## src/rtl/bp_be_issue_queue_if.sv

```systemverilog
// Handshake bundle between the FE queue producer/dispatch controller and the
// issue queue. The master drives enqueue data and the read/commit controls.
interface bp_be_issue_queue_if #(
  parameter int els_p   = 8,
  parameter int width_p = 64
);
  localparam int cnt_width_lp = $clog2(els_p + 1);

  logic [width_p-1:0]      data_i;
  logic                    v_i;
  logic                    ready_o;
  logic [width_p-1:0]      data_o;
  logic                    v_o;
  logic                    yumi_i;
  logic                    deq_i;
  logic                    roll_i;
  logic                    clr_i;
  logic                    full_o;
  logic                    empty_o;
  logic [cnt_width_lp-1:0] cnt_o;
  logic [cnt_width_lp-1:0] spec_cnt_o;

  modport master (
    output data_i, v_i, yumi_i, deq_i, roll_i, clr_i,
    input  ready_o, data_o, v_o, full_o, empty_o, cnt_o, spec_cnt_o
  );

  modport slave (
    input  data_i, v_i, yumi_i, deq_i, roll_i, clr_i,
    output ready_o, data_o, v_o, full_o, empty_o, cnt_o, spec_cnt_o
  );
endinterface

```

## src/rtl/bp_be_issue_queue.sv

```systemverilog
// Circular issue queue with write, speculative-read and commit pointers.
// Reads are speculative; entries free on deq, reads rewind on roll.
module bp_be_issue_queue #(
  parameter int els_p   = 8,
  parameter int width_p = 64
) (
  input logic              clk_i,
  input logic              reset_n_i,
  bp_be_issue_queue_if.slave q
);
  localparam int idx_width_lp = $clog2(els_p);
  localparam int ptr_width_lp = $clog2(els_p) + 1;
  localparam int cnt_width_lp = $clog2(els_p + 1);

  logic [width_p-1:0]      mem [els_p];
  logic [ptr_width_lp-1:0] wptr_r, rptr_r, cptr_r;
  logic [ptr_width_lp-1:0] cptr_next;
  logic                    enq, yumi_ok, deq_ok;
  logic                    full, empty;
  logic [ptr_width_lp-1:0] occ, spec;

  // Wrap bit distinguishes full from empty when the index bits coincide.
  assign full  = (wptr_r[idx_width_lp-1:0] == cptr_r[idx_width_lp-1:0])
              && (wptr_r[ptr_width_lp-1] != cptr_r[ptr_width_lp-1]);
  assign empty = (wptr_r == cptr_r);
  assign occ   = wptr_r - cptr_r;
  assign spec  = rptr_r - cptr_r;

  assign q.ready_o    = ~full;
  assign q.full_o     = full;
  assign q.empty_o    = empty;
  assign q.v_o        = (rptr_r != wptr_r);
  assign q.data_o     = mem[rptr_r[idx_width_lp-1:0]];
  assign q.cnt_o      = cnt_width_lp'(occ);
  assign q.spec_cnt_o = cnt_width_lp'(spec);

  assign enq       = q.v_i & ~full;
  assign yumi_ok   = q.yumi_i & q.v_o;
  assign deq_ok    = q.deq_i & (spec != '0);
  assign cptr_next = cptr_r + ptr_width_lp'(deq_ok);

  // NOTE: sequential state uses <= so every pointer updates from the same
  // pre-edge values regardless of statement order.
  always_ff @(posedge clk_i) begin
    if (!reset_n_i) begin
      wptr_r <= '0;
      rptr_r <= '0;
      cptr_r <= '0;
    end else if (q.clr_i) begin
      rptr_r <= wptr_r;
      cptr_r <= wptr_r;
    end else begin
      if (enq) wptr_r <= wptr_r + 1'b1;
      cptr_r <= cptr_next;
      if (q.roll_i) rptr_r <= cptr_next;
      else if (yumi_ok) rptr_r <= rptr_r + 1'b1;
    end
  end

  // NOTE: storage is deliberately not reset; v_o gates any stale contents,
  // and leaving it out keeps the array mappable to plain RAM.
  always_ff @(posedge clk_i) begin
    if (reset_n_i && !q.clr_i && enq)
      mem[wptr_r[idx_width_lp-1:0]] <= q.data_i;
  end

  a_yumi_needs_valid: assert property (
    @(posedge clk_i) disable iff (!reset_n_i) q.yumi_i |-> q.v_o
  ) else $error("yumi_i asserted while v_o is low");

  a_deq_needs_spec: assert property (
    @(posedge clk_i) disable iff (!reset_n_i) q.deq_i |-> (spec != '0)
  ) else $error("deq_i asserted with no read-but-uncommitted entry");

endmodule

```

## src/flat_wrapper.sv

```systemverilog
// flat-port wrapper written by rule: the top's interface ports become plain ports
module bp_be_issue_queue_flat 
#(
  parameter int els_p   = 8,
  parameter int width_p = 64
)
  (clk_i, reset_n_i, q_data_i, q_v_i, q_yumi_i, q_deq_i, q_roll_i, q_clr_i, q_ready_o, q_data_o, q_v_o, q_full_o, q_empty_o, q_cnt_o, q_spec_cnt_o);
  bp_be_issue_queue_if #(.els_p(els_p), .width_p(width_p)) q_i ();
  input logic clk_i;
  input logic reset_n_i;
  input wire logic [$bits(q_i.data_i)-1:0] q_data_i;
  input wire logic [$bits(q_i.v_i)-1:0] q_v_i;
  input wire logic [$bits(q_i.yumi_i)-1:0] q_yumi_i;
  input wire logic [$bits(q_i.deq_i)-1:0] q_deq_i;
  input wire logic [$bits(q_i.roll_i)-1:0] q_roll_i;
  input wire logic [$bits(q_i.clr_i)-1:0] q_clr_i;
  output wire logic [$bits(q_i.ready_o)-1:0] q_ready_o;
  output wire logic [$bits(q_i.data_o)-1:0] q_data_o;
  output wire logic [$bits(q_i.v_o)-1:0] q_v_o;
  output wire logic [$bits(q_i.full_o)-1:0] q_full_o;
  output wire logic [$bits(q_i.empty_o)-1:0] q_empty_o;
  output wire logic [$bits(q_i.cnt_o)-1:0] q_cnt_o;
  output wire logic [$bits(q_i.spec_cnt_o)-1:0] q_spec_cnt_o;
  assign q_i.data_i = q_data_i;
  assign q_i.v_i = q_v_i;
  assign q_i.yumi_i = q_yumi_i;
  assign q_i.deq_i = q_deq_i;
  assign q_i.roll_i = q_roll_i;
  assign q_i.clr_i = q_clr_i;
  assign q_ready_o = q_i.ready_o;
  assign q_data_o = q_i.data_o;
  assign q_v_o = q_i.v_o;
  assign q_full_o = q_i.full_o;
  assign q_empty_o = q_i.empty_o;
  assign q_cnt_o = q_i.cnt_o;
  assign q_spec_cnt_o = q_i.spec_cnt_o;
  bp_be_issue_queue #(.els_p(els_p), .width_p(width_p)) u_core (.clk_i(clk_i), .reset_n_i(reset_n_i), .q(q_i));
endmodule
```

## config.mk

```make
export PLATFORM = sky130hd
export DESIGN_NAME = bp_be_issue_queue_flat
export DESIGN_NICKNAME = d
export VERILOG_FILES = /design/src/rtl/bp_be_issue_queue_if.sv /design/src/rtl/bp_be_issue_queue.sv /design/src/flat_wrapper.sv
export SDC_FILE = /design/constraint.sdc
export NUM_CORES = 1
export LEC_CHECK = 0
export ABC_CLOCK_PERIOD_IN_PS = 19900
export BUFFER_PORTS_ARGS = -buffer_cell sky130_fd_sc_hd__buf_2
export CORE_ASPECT_RATIO = 1.2
export CORE_MARGIN = 5
export CORE_UTILIZATION = 50
export CTS_CLUSTER_SIZE = 25
export DETAILED_ROUTE_END_ITERATION = 10
export PLACE_DENSITY = 0.68
export SYNTH_ARGS = -nofsm -noshare
export SYNTH_HDL_FRONTEND = slang
export SYNTH_SLANG_ARGS = --single-unit
```

## constraint.sdc

```tcl
create_clock -name clk_i -period 19.9 [get_ports clk_i]
set_input_delay 0.995 -clock clk_i [delete_from_list [all_inputs] [get_ports clk_i]]
set_output_delay 0.995 -clock clk_i [all_outputs]
set_load 0.05 [all_outputs]
```

Word level (Yosys, flattened, before mapping)
Memories as Yosys holds them, arrays and structs flattened. A register that Yosys moved wholly into a read port is not among the register bits.
Index checks and enable logic that the tools add are counted.
{"block": "totals", "register_bits": 12, "mem_bits_rw": 512, "in_bits": 71, "n_memories": 1}
{"block": "op_classes", "addsub": 5, "eq_ne": 4, "mux": 8, "bitwise": 5, "n_reduce_logical": 7}
{"memory": "u_core.mem", "words": 8, "width": 64, "rd": 1, "rd_ports_with_merged_regs": 1, "write_ports": 1, "line_no": "bp_be_issue_queue.sv:15", "text": "logic [width_p-1:0] mem [els_p];"}
{"cell": "two-way mux 4 bit", "n": 4}
{"cell": "adder 4 x 1 -> 4 bit (second input constant)", "n": 2}
{"cell": "subtractor 4 bit", "n": 2}
{"cell": "two-way mux 3 bit", "n": 2}
{"cell": "adder 4 x 1 -> 4 bit", "n": 1}
{"cell": "equality test 4 bit", "n": 1}
{"cell": "!= test 4 bit", "n": 1}
{"cell": "nonzero test 4 bit", "n": 1}
{"cell": "bitwise AND 1 bit", "n": 3}
{"cell": "equality test 3 bit", "n": 1}
{"cell": "logical AND 1 bit", "n": 3}
{"cell": "nonzero test 3 bit", "n": 1}
{"cell": "two-way mux 1 bit", "n": 2}
{"cell": "NOT 1 bit", "n": 2}
{"cell": "AND reduction 2 bit", "n": 1}
{"cell": "logical NOT 1 bit", "n": 1}
{"cell": "!= test 1 bit", "n": 1}

Depth between registers and ports, before layout
Gate-level depths: netlist (run 1).
{"block": "depth", "ltp_word": 8, "ltp_mapped": 13, "mapped_depth_nobuf": 13}

Least setup slack after synthesis (run 1)
Ideal clock, no wire load.
{"block": "synth_path", "path_kind": "input port to flip-flop", "startpoint": "input port q_clr_i", "endpoint": "memory u_core.mem[2][0], enable pin", "setup_ns": 0.565, "t_arrival_ns": 6.110, "slack_ns": 13.225, "cell_stages": 5, "path_buffers": 1, "path_cell_list": "buf_6 nand2b_1 a21oi_1 nand3_1 nor3_1"}
{"block": "synth_via", "elab_chain_cells": 5}
{"element": "from (decl)", "line_no": "flat_wrapper.sv:16", "text": "input wire logic [$bits(q_i.clr_i)-1:0] q_clr_i;"}
{"element": "logical NOT 1 bit", "line_no": "bp_be_issue_queue.sv:63", "text": "if (reset_n_i && !q.clr_i && enq)"}
{"element": "logical AND 1 bit (2 in a row)", "line_no": "bp_be_issue_queue.sv:63"}
{"element": "two-way mux 1 bit", "line_no": "bp_be_issue_queue.sv:63"}
{"element": "two-way mux 1 bit (implied by the code)", "line_no": "bp_be_issue_queue.sv:64", "text": "mem[wptr_r[idx_width_lp-1:0]] <= q.data_i;"}
{"element": "to (decl)", "line_no": "bp_be_issue_queue.sv:15"}
No other way between the ends.

==> flow_metrics.py, run 1 <==
metrics = {
    "floorplan": {
        "dieArea_sq_mm": 0.0449,
        "io-pin-count": 147,
        "floorplan.rows": 81,
        "dieWidth_microns": 194,
        "core_area_sq_mm": 0.0405,
        "die_height_microns": 231,
        "initial_core_util_pct": 50.2,
    },
    "clock_tree": {
        "cts_tree": "built",
        "cts_hold_buf": 0,
        "ctsHtreeMaxLevel": 2,
        "clkLatencyLatePin_ns": 0.56,
        "cts_setup_buffers": 0,
        "max-clock-path-buffers": 3,
        "cts_made_buffers": 50,
        "cts.reportedPaths.clkPinSlew_ns": 0.06,
        "ctsRootBufferMaster": "sky130_fd_sc_hd__clkbuf_16",
        "cts_sinks": 527,
        "ctsResizeCount": 0,
    },
    "timing": {
        "finalHoldWorstSlack_ns": 0.598,
        "report.final.slew_viol_count": 0,
        "timing.final.crit_share_pct": 22.6,
        "timing_worst_slew_pin_value_ns": 1.03,
        "finalClockSkew_ns": 0.00975,
        "timing_hold_violations_final": 0,
        "setup-tns-final_ns": 0,
        "period_needed_ns": 4.49,
        "rsz0062_at_grt": "false",
        "clock.fmax_mhz": 222,
        "final-setup-viol-count": 0,
        "fin_ws_ns": 15.41,
        "relSlewSlack_pct": 31.0,
    },
    "final_layout": {
        "area_delta_synth_final_pct": 14.8,
        "sequential_cell_area_sq_mm": 0.0157,
        "finish.utilization_pct": 57.6,
        "final.fill_count": 3032,
        "post-route-cell-area_sq_mm": 0.0234,
        "multi_input_area_sq_mm": 0.00440,
        "layout-drive-gt1-share_pct": 41.0,
        "design.final.nets": 1130,
    },
    "detailed_routing": {
        "drtAntennaViolNets": 0,
        "vias": 9153,
        "drt_drc_violations_left": 0,
        "highest_metal_used": "met5",
        "dr_wl_met2_microns": 19900,
        "routed-wl-met3_microns": 1800,
        "routed_wirelength_microns": 39000,
        "first_iter_violations": 559,
        "drt-wirelength-per-cell_microns": 23.9,
        "avgViaCountPerCell": 5.63,
        "wl_met1_microns": 16700,
        "drtPass1Iterations": 5,
    },
    "synthesis": {
        "library_cell_with_the_highest_instance_count_after_synthesis": "sky130_fd_sc_hd__edfxtp_1",
        "number_of_nets_produced_by_synthesis": 956,
        "synth.cell_area_sq_mm": 0.0203,
        "area_contributors_post_synth": "sky130_fd_sc_hd__edfxtp_1 (76%), sky130_fd_sc_hd__mux4_2 (14%), sky130_fd_sc_hd__mux2_2 (3.6%)",
        "syn_area_per_cell_sq_um": 23.3,
        "netlist.top_cell.by_area": "sky130_fd_sc_hd__edfxtp_1",
        "synth-async-reset-ratio_pct": 0,
        "synth_cells": 873,
        "seq_area_frac_synth_pct": 77.0,
        "yosys_warnings": 0,
        "synth_cell_count_leaders": "sky130_fd_sc_hd__edfxtp_1 (512), sky130_fd_sc_hd__mux4_2 (128), sky130_fd_sc_hd__mux2_2 (65)",
        "synth_top_area_share_pct": 75.6,
        "synth-seq-cells": 527,
        "ys.flop_type": "sky130_fd_sc_hd__edfxtp_1",
        "number_of_enable_type_register_cells_in_the_synthesized_netlist": 512,
        "synth.distinct_cells": 43,
    },
    "outcome": {
        "outcome": "complete, no violations",
    },
    "pwr": {
        "max-vdd-ir-drop_mv": 0.0677,
        "power-per-cell-area_mw_per_mm2": 105,
        "power.leakage_nw": 7.53,
    },
    "critical_path": {
        "max_stage_delay_ns": 0.95,
        "crit_path_top_delay_cell": "sky130_fd_sc_hd__dfxtp_4",
        "critical_path_buf_inv_count": 2,
        "path_class": "reg -> out",
        "family_with_the_most_delay_on_the_worst_path": "buffers and inverters",
        "critical_path_required_ns": 18.91,
        "cp_cell_sequence": "buf_4 > mux4_2 > mux2_2 > buf_2",
        "r2r_slack_ns": 15.94,
        "critical_path.reg2reg.startpoint": "u_core.wptr_r[0]",
        "end_kind": "primary output",
        "cp_data_arrival_time_ns": 3.50,
        "worstRegToRegCells": 7,
        "reg_to_reg_endpoint": "u_core.mem[3][58]",
        "timing.critical_path.from_type": "register",
        "path_max_fanout": 68,
    },
    "placed_design": {
        "placement.setup.worst_slack_ns": 15.79,
        "detailed_place.area_sq_mm": 0.0217,
        "hpwl_microns": 20800,
        "globalplace.congestion": 0.785,
        "portBuffers": 146,
    },
    "grt": {
        "antenna_violations_before_repair": 4,
        "grt_overflow_total": 0,
        "grt_start_max_net_pins": 115,
        "first_global_vias": 9943,
        "globalRouteTotalUtil_pct": 17.5,
        "grt_pass1_wl_microns": 60300,
    },
    "min_path": {
        "path_category_of_the_worst_min_delay_check": "reg -> reg",
        "timing.hold.worst_path_depth": 2,
        "hold_path.startpoint": "u_core.rptr_r[0]",
    },
    "flow_run": {
        "maxCapViolations": 0,
    },
}
## routing by layer
metal / vias up / track usage, %
met2: 204 / 29.7
met3: 53 / 3.49
met5: - / 0
met1: 4877 / 24.0
li1: 4013 / -
met4: 6 / 3.91
## power breakdown
group	leakage (nW)	switching [mW]	internal [mW]
logic	1.97	0.158	0.0886
clock network	0.829	0.389	0.572
registers	4.74	0.0115	1.23
## per-stage QoR
| step | power [mW] | std cells |
|---|---|---|
| 5_1_grt | 2.53 | 1626 |
| 4_1_cts | 2.47 | 1626 |
| 3_5_place_dp | 1.51 | 1534 |
| 3_3_place_gp | 1.51 | 1534 |
| 2_1_floorplan | 1.45 | 873 |
| 6_report | 2.44 | 1627 |
## registers in the layout (all words and copies together) (netlist names), named ones only
signal,flops
u_core.wptr_r,4
u_core.cptr_r,4
u_core.rptr_r,4
u_core.mem,512
## cell type report
class,count,area share [%]
multi-input combinational,290,18.8
inverter,15,0.241
tap,539,2.89
timing repair buffer,163,3.73
antenna,1,0.0107
clock buffer,57,5.74
clock inverter,35,1.43
sequential,527,67.1
## placed cells by master, fill, tap and decap left out, drive strengths merged, types with 4 or more instances in the layout
cell type / netlist / final
mux2: 65 / 65
buf: 31 / 163
xor2: 7 / 7
nand3: 5 / 5
clkbuf: 10 / 57
nand2: 10 / 10
ha: 10 / 10
o21ai: 4 / 4
and2: 4 / 4
nor2: 10 / 10
inv: 15 / 15
dfxtp: 15 / 15
xnor2: 9 / 9
mux4: 128 / 128
clkinv: 0 / 28
mux2i: 5 / 5
bufinv: 0 / 7
edfxtp: 512 / 512
## kinds of logic (layout without fill, tap and decap cells)
kind of cell               after synthesis  after routing  share of synthesized area (%)
other                                    0              1                              0
AOI/OAI and AO/OA                       20             20                          0.775
buffers and inverters                   56            270                           1.60
muxes                                  198            198                           18.0
DFF                                    527            527                           77.0
adders and majority gates               12             12                          0.812
xor gates and xnor gates                16             16                          0.689
and+or+nand+nor                         44             44                           1.08
## worst max path at each step
stage | from | end | depth (start not counted)
5_1_grt | register | q_data_o[1] | 4
3_3_place_gp | q_clr_i | u_core.mem[3][58] | 6
4_1_cts | register | q_data_o[23] | 4
3_5_place_dp | q_clr_i | u_core.mem[3][61] | 6
6_report | register | q_data_o[1] | 4
2_1_floorplan | q_clr_i | u_core.mem[2][0] | 5
## tightest hold or removal path: stages (launching register included)
cell and delay [ns]:
sky130_fd_sc_hd__dfxtp_1 0.39, sky130_fd_sc_hd__nand2_1 0.09, sky130_fd_sc_hd__mux2i_1 0.07
No activity file was read; power rests on OpenSTA's default activity.
==> run 2, diff against run 1 <==
--- a/config.mk
+++ b/config.mk
@@ -5,7 +5,7 @@
 export SDC_FILE = /design/constraint.sdc
 export NUM_CORES = 1
 export LEC_CHECK = 0
-export ABC_CLOCK_PERIOD_IN_PS = 19900
+export ABC_CLOCK_PERIOD_IN_PS = 4300
 export BUFFER_PORTS_ARGS = -buffer_cell sky130_fd_sc_hd__buf_2
 export CORE_ASPECT_RATIO = 1.2
 export CORE_MARGIN = 5
==> constraint.sdc (replaced) <==
create_clock -name clk_i -period 4.3 [get_ports clk_i]
set_input_delay 0.215 -clock clk_i [delete_from_list [all_inputs] [get_ports clk_i]]
set_output_delay 0.215 -clock clk_i [all_outputs]
set_load 0.05 [all_outputs]
==> flow_metrics.py, run 2 (same netlist as run 1, synthesis figures left out) <==
metrics = {
    "floorplan": {
        "core_area_sq_mm": 0.0405,
        "floorplan.rows": 81,
        "dieWidth_microns": 194,
        "io-pin-count": 147,
        "dieArea_sq_mm": 0.0449,
        "initial_core_util_pct": 50.2,
        "die_height_microns": 231,
    },
    "detailed_routing": {
        "drtPass1Iterations": 6,
        "vias": 9450,
        "routed_wirelength_microns": 39200,
        "first_iter_violations": 637,
        "drtAntennaViolNets": 0,
        "drt_drc_violations_left": 0,
        "avgViaCountPerCell": 5.57,
        "drt-wirelength-per-cell_microns": 23.1,
    },
    "final_layout": {
        "design.final.nets": 1199,
        "layout-drive-gt1-share_pct": 39.6,
        "final_cell_mix": "sky130_fd_sc_hd__edfxtp_1 (512), sky130_fd_sc_hd__buf_2 (146), sky130_fd_sc_hd__mux4_2 (128)",
        "finish.utilization_pct": 59.6,
        "layout_commonest_cell": "sky130_fd_sc_hd__edfxtp_1",
        "finalNonFillerCells": 1696,
        "area_delta_synth_final_pct": 18.7,
        "number_of_flip_flops_in_the_largest_register": 512,
    },
    "timing": {
        "timing_worst_slew_pin_value_ns": 0.970,
        "timing.final.crit_share_pct": 77.2,
        "finalClockSkew_ns": 0.0179,
        "rsz0062_at_grt": "false",
        "period_needed_ns": 3.32,
        "final-setup-viol-count": 0,
        "timing_hold_violations_final": 0,
        "relSlewSlack_pct": 35.3,
        "clock.fmax_mhz": 301,
        "report.final.slew_viol_count": 0,
    },
    "critical_path": {
        "path_class": "reg -> reg",
        "reg_to_reg_endpoint": "u_core.mem[5][63]",
        "timing.critical_path.from_type": "register",
        "max_stage_delay_ns": 0.62,
        "critical_path.reg2reg.startpoint": "u_core.wptr_r[0]",
        "r2r_slack_ns": 0.98,
        "cp_cell_sequence": "inv_1 > ha_1 > and3_1 > a21oi_1 > nand3_1 > nor2_4 > buf_12",
        "cp_data_arrival_time_ns": 3.57,
        "end_kind": "register",
        "critical_path_required_ns": 4.55,
        "path_max_fanout": 23,
        "worstRegToRegCells": 7,
        "family_with_the_most_delay_on_the_worst_path": "simple AND/OR/NAND/NOR gates",
        "critical_path_buf_inv_count": 2,
        "crit_path_top_delay_cell": "sky130_fd_sc_hd__nor2_4",
    },
    "grt": {
        "grt_start_max_net_pins": 65,
        "grt_pass1_wl_microns": 61400,
        "first_global_vias": 10232,
        "grt_overflow_total": 0,
        "antenna_violations_before_repair": 3,
        "globalRouteTotalUtil_pct": 17.7,
    },
    "pwr": {
        "comb_pwr_share_pct": 10.5,
        "swShare_pct": 23.1,
        "switchingPower_mw": 2.63,
        "power-per-cell-area_mw_per_mm2": 472,
        "power_frac_clock_pct": 39.2,
        "power_frac_seq_pct": 50.2,
        "power_report.internal_total_mw": 8.78,
        "max-vdd-ir-drop_mv": 0.313,
        "power.leakage_nw": 7.82,
    },
    "clock_tree": {
        "cts_hold_buf": 64,
        "clkLatencyLatePin_ns": 0.56,
        "cts_made_buffers": 49,
        "cts_sinks": 527,
        "cts_tree": "built",
        "ctsRootBufferMaster": "sky130_fd_sc_hd__clkbuf_16",
        "cts_setup_buffers": 0,
        "max-clock-path-buffers": 3,
        "cts.reportedPaths.clkPinSlew_ns": 0.07,
        "ctsHtreeMaxLevel": 2,
        "ctsResizeCount": 0,
    },
    "outcome": {
        "outcome": "complete, no violations",
    },
    "placed_design": {
        "hpwl_microns": 22400,
        "portBuffers": 146,
        "placedCellCount": 1540,
        "globalplace.congestion": 0.794,
    },
    "min_path": {
        "hold_path.startpoint": "reset_n_i",
        "timing.hold.worst_path_depth": 2,
        "path_category_of_the_worst_min_delay_check": "in -> reg",
        "timing.hold.worst_endpoint": "u_core.rptr_r[3]",
    },
    "flow_run": {
        "maxCapViolations": 0,
    },
}
-- run 2: cell types whose count changed in the layout (fill, tap and decap cells not counted), moves of 3 or more --
cell / before / now
sky130_fd_sc_hd__dlygate4sd3_1: 0 / 64
sky130_fd_sc_hd__clkinv_1: 16 / 9
sky130_fd_sc_hd__inv_6: 0 / 3
sky130_fd_sc_hd__buf_12: 1 / 7
sky130_fd_sc_hd__clkinv_2: 11 / 6
sky130_fd_sc_hd__clkinvlp_4: 0 / 6
-- run 2: worst max-delay path by stage --
stage,startpoint,to,slack (ns),cells past startpoint
2_1_floorplan,u_core.wptr_r[0],u_core.mem[7][0],-0.49,7
3_3_place_gp,u_core.wptr_r[0],u_core.mem[5][25],1.08,7
3_5_place_dp,u_core.wptr_r[0],u_core.mem[5][25],0.95,7
4_1_cts,u_core.wptr_r[0],u_core.mem[5][63],0.94,7
5_1_grt,u_core.wptr_r[0],u_core.mem[5][63],0.69,7
6_report,u_core.wptr_r[0],u_core.mem[5][63],0.98,7
-- run 2: worst reg2reg max path: stages (launching register included) --
cell and delay (ns):
sky130_fd_sc_hd__dfxtp_1 0.61, sky130_fd_sc_hd__inv_1 0.17, sky130_fd_sc_hd__ha_1 0.35, sky130_fd_sc_hd__and3_1 0.22, sky130_fd_sc_hd__a21oi_1 0.37, sky130_fd_sc_hd__nand3_1 0.40
sky130_fd_sc_hd__nor2_4 0.62, sky130_fd_sc_hd__buf_12 0.29
-- run 2: power by group through the flow --
stage	Combinational (mW)	Sequential [mW]	Clock, mW
6_report	1.20	5.74	4.47
5_1_grt	1.28	5.74	4.79
3_5_place_dp	1.17	5.85	0
4_1_cts	1.22	5.74	4.58
3_3_place_gp	1.16	5.85	0
2_1_floorplan	0.913	5.80	0
-- run 2: layout make-up --
cell class,count,area [sq um]
Clock buffer,55,1290
Clock inverter,35,402
Sequential cell,527,15700
Timing Repair Buffer,233,1630
Fill cell,2900,16400
Antenna cell,2,5.00
Multi-Input combinational cell,290,4420
Tap cell,539,674
Inverter,15,56.3
-- run 2: layer usage --
layer	track usage, %	vias up	routed length (microns)
met5	0	-	11
met4	4.15	2	564
met3	3.25	48	2120
met2	29.6	255	19800
met1	24.8	4987	16700
li1	-	4158	-
-- run 2: stage by stage --
stage          power, mW  cell area [sq um]  worst slack [ns]  hold WS, ns  TNS [ns]
2_1_floorplan       6.71              20400            -0.487        0.314   -216.25
3_3_place_gp        7.01              21800              1.08        0.481         0
3_5_place_dp        7.02              21800             0.948        0.480         0
4_1_cts             11.5              24200             0.944       0.0461         0
5_1_grt             11.8              24200             0.688       0.0651         0
6_report            11.4              24200             0.979       0.0760         0
==> run 3, diff against run 2 <==
--- a/config.mk
+++ b/config.mk
@@ -5,7 +5,8 @@
 export SDC_FILE = /design/constraint.sdc
 export NUM_CORES = 1
 export LEC_CHECK = 0
-export ABC_CLOCK_PERIOD_IN_PS = 4300
+export ABC_AREA = 1
+export ABC_CLOCK_PERIOD_IN_PS = 3500
 export BUFFER_PORTS_ARGS = -buffer_cell sky130_fd_sc_hd__buf_2
 export CORE_ASPECT_RATIO = 1.2
 export CORE_MARGIN = 5
==> constraint.sdc (replaced) <==
create_clock -name clk_i -period 3.5 [get_ports clk_i]
set_input_delay 0.175 -clock clk_i [delete_from_list [all_inputs] [get_ports clk_i]]
set_output_delay 0.175 -clock clk_i [all_outputs]
set_load 0.05 [all_outputs]
==> flow_metrics.py, run 3 <==
metrics = {
    "critical_path": {
        "r2r_slack_ns": 0.68,
        "path_max_fanout": 96,
        "critical_path.reg2reg.startpoint": "u_core.wptr_r[0]",
        "cp_data_arrival_time_ns": 2.75,
        "critical_path_buf_inv_count": 2,
        "path_class": "reg -> out",
        "crit_path_top_delay_cell": "sky130_fd_sc_hd__dfxtp_4",
        "critical_path_required_ns": 3.32,
        "end_kind": "primary output",
        "family_with_the_most_delay_on_the_worst_path": "buffers and inverters",
        "reg_to_reg_endpoint": "u_core.mem[3][59]",
        "timing.critical_path.from_type": "register",
        "max_stage_delay_ns": 0.61,
        "cp_cell_sequence": "buf_12 > o21ai_0 > o21ai_0 > a21oi_1 > a31oi_1 > buf_2",
        "worstRegToRegCells": 10,
        "path_common_cell": "sky130_fd_sc_hd__o21ai_0",
    },
    "final_layout": {
        "design.final.nets": 1954,
        "final.fill_count": 3229,
        "number_of_flip_flops_in_the_largest_register": 512,
        "layout-drive-gt1-share_pct": 13.7,
        "final_cell_mix": "sky130_fd_sc_hd__edfxtp_1 (512), sky130_fd_sc_hd__nor2_1 (337), sky130_fd_sc_hd__o21ai_0 (244)",
        "area_delta_synth_final_pct": 17.5,
        "layout_commonest_cell": "sky130_fd_sc_hd__edfxtp_1",
        "finalNonFillerCells": 2460,
    },
    "detailed_routing": {
        "first_iter_violations": 1015,
        "drtAntennaViolNets": 0,
        "avgViaCountPerCell": 5.40,
        "drt-wirelength-per-cell_microns": 18.6,
        "vias": 13289,
        "drtPass1Iterations": 5,
        "drt_drc_violations_left": 0,
        "routed_wirelength_microns": 45800,
    },
    "floorplan": {
        "dieArea_sq_mm": 0.0460,
        "floorplan.rows": 82,
        "initial_core_util_pct": 50.3,
        "io-pin-count": 147,
        "core_area_sq_mm": 0.0416,
        "dieWidth_microns": 197,
        "die_height_microns": 234,
    },
    "grt": {
        "grt_overflow_total": 0,
        "antenna_violations_before_repair": 3,
        "globalRouteTotalUtil_pct": 19.7,
        "first_global_vias": 13330,
        "grt_start_max_net_pins": 197,
        "grt_pass1_wl_microns": 72200,
    },
    "synthesis": {
        "yosys_warnings": 0,
        "number_of_enable_type_register_cells_in_the_synthesized_netlist": 512,
        "number_of_nets_produced_by_synthesis": 1764,
        "synth_cells": 1681,
        "library_cell_with_the_highest_instance_count_after_synthesis": "sky130_fd_sc_hd__edfxtp_1",
        "synth.cell_area_sq_mm": 0.0209,
        "ys.flop_type": "sky130_fd_sc_hd__edfxtp_1",
        "synth_cell_count_leaders": "sky130_fd_sc_hd__edfxtp_1 (512), sky130_fd_sc_hd__nor2_1 (340), sky130_fd_sc_hd__o21ai_0 (244)",
        "seq_area_frac_synth_pct": 74.9,
        "synth_top_area_share_pct": 73.5,
        "netlist.top_cell.by_area": "sky130_fd_sc_hd__edfxtp_1",
        "synth-seq-cells": 527,
        "synth-async-reset-ratio_pct": 0,
        "syn_area_per_cell_sq_um": 12.4,
        "area_contributors_post_synth": "sky130_fd_sc_hd__edfxtp_1 (73%), sky130_fd_sc_hd__nor2_1 (6.1%), sky130_fd_sc_hd__o21ai_0 (5.8%)",
        "synth.distinct_cells": 27,
    },
    "timing": {
        "finalClockSkew_ns": 0.0157,
        "fin_ws_ns": 0.575,
        "report.final.slew_viol_count": 0,
        "relSlewSlack_pct": 36.3,
        "final-setup-viol-count": 0,
        "clock.fmax_mhz": 342,
        "timing_hold_violations_final": 0,
        "period_needed_ns": 2.93,
        "timing.final.crit_share_pct": 83.6,
        "timing_worst_slew_pin_value_ns": 0.955,
        "rsz0062_at_grt": "false",
    },
    "pwr": {
        "power-per-cell-area_mw_per_mm2": 580,
        "max-vdd-ir-drop_mv": 0.439,
        "total_power_mw": 14.3,
        "power.leakage_nw": 8.61,
    },
    "clock_tree": {
        "cts_tree": "built",
        "clkLatencyLatePin_ns": 0.56,
        "ctsResizeCount": 0,
        "ctsRootBufferMaster": "sky130_fd_sc_hd__clkbuf_16",
        "max-clock-path-buffers": 3,
        "cts_made_buffers": 49,
        "cts.reportedPaths.clkPinSlew_ns": 0.06,
        "cts_sinks": 527,
        "ctsHtreeMaxLevel": 2,
    },
    "outcome": {
        "outcome": "complete, no violations",
    },
    "min_path": {
        "timing.hold.worst_path_depth": 4,
        "timing.hold.worst_endpoint": "u_core.rptr_r[3]",
        "hold_path.startpoint": "q_yumi_i",
        "path_category_of_the_worst_min_delay_check": "in -> reg",
    },
    "placed_design": {
        "placedCellCount": 2299,
        "placement.setup.worst_slack_ns": 0.666,
        "portBuffers": 146,
        "hpwl_microns": 24800,
        "globalplace.congestion": 0.810,
    },
    "flow_run": {
        "maxCapViolations": 0,
    },
}
-- run 3: cell count changes in the layout (fill, tap and decap cells not counted), sizes merged, moves of 5 or more --
cell,before,now
bufinv,8,3
a21oi,2,75
nand2,10,238
mux2,65,0
clkbuf,55,66
o21ai,4,261
mux4,128,0
a31oi,0,64
nand3,5,13
nor3,3,8
mux2i,5,0
nor2,10,340
xnor2,9,3
inv,18,30
-- run 3: how the worst max path moves through the flow --
stage,start,end,slack (ns),depth (start not counted)
4_1_cts,register,q_data_o[8],0.47,6
6_report,register,q_data_o[8],0.57,6
3_3_place_gp,u_core.wptr_r[0],u_core.mem[3][49],0.75,10
3_5_place_dp,u_core.wptr_r[0],u_core.mem[3][49],0.67,10
2_1_floorplan,u_core.wptr_r[0],u_core.mem[0][0],-0.27,10
5_1_grt,register,q_data_o[29],0.30,6
-- run 3: routing by layer --
layer  share of wire, %  vias to the layer above  GRT usage (%)
met5                  0                        -              0
li1                   -                     6401              -
met1                 42                     6489           26.3
met4                2.1                        0           5.44
met3                4.7                       64           2.69
met2                 51                      335           34.3
-- run 3: layout make-up --
cell class | instances | area, sq um | share of cell area (%)
diodes | 3 | 7.51 | 0.0305
clock buffers | 66 | 1360 | 5.54
clock inverters | 25 | 196 | 0.799
inverters | 29 | 126 | 0.514
multi-input cells | 1024 | 4760 | 19.4
flip-flops and latches | 527 | 15700 | 63.8
well taps | 546 | 683 | 2.78
repair buffers | 240 | 1750 | 7.14
-- run 3: cells by family after synthesis --
kind of cell	after synthesis	share of synthesized area (%)
compound gates	402	10.0
xor+xnor	8	0.335
fa+ha+maj	12	0.790
buf+inv	130	2.93
flops	527	74.9
simple gates	602	11.0
-- run 3: what timing repair did --
action                                  CTS  global route
setup buffers                             0             0
endpoints found under the hold margin   527             0
endpoints found under the setup margin    0             0
hold buffers                             67             0
-- run 3: per-stage QoR --
| step | area [sq um] | util (%) | hold WS [ns] | TNS [ns] |
|---|---|---|---|---|
| 6_report | 24600 | 59.1 | 0.0423 | 0 |
| 5_1_grt | 24600 | 59.1 | 0.0666 | 0 |
| 4_1_cts | 24600 | 59.1 | 0.0145 | 0 |
| 3_5_place_dp | 22300 | 53.8 | 0.442 | 0 |
| 3_3_place_gp | 22300 | 53.8 | 0.441 | 0 |
| 2_1_floorplan | 21100 | - | 0.274 | -95.93 |
-- run 3: power breakdown --
group,total [mW],internal [mW],switching (mW),leakage (nW)
sequential,7.01,6.97,0.0431,4.74
combinational,2.14,0.529,1.61,3.12
clock,5.12,2.95,2.16,0.760
total,14.3,10.5,3.82,8.61
-- run 3: tightest hold or removal path, stage by stage --
cell and delay [ns]:
sky130_fd_sc_hd__buf_2 0.10, sky130_fd_sc_hd__a21oi_1 0.12, sky130_fd_sc_hd__nor2_1 0.11, sky130_fd_sc_hd__nor2_1 0.04
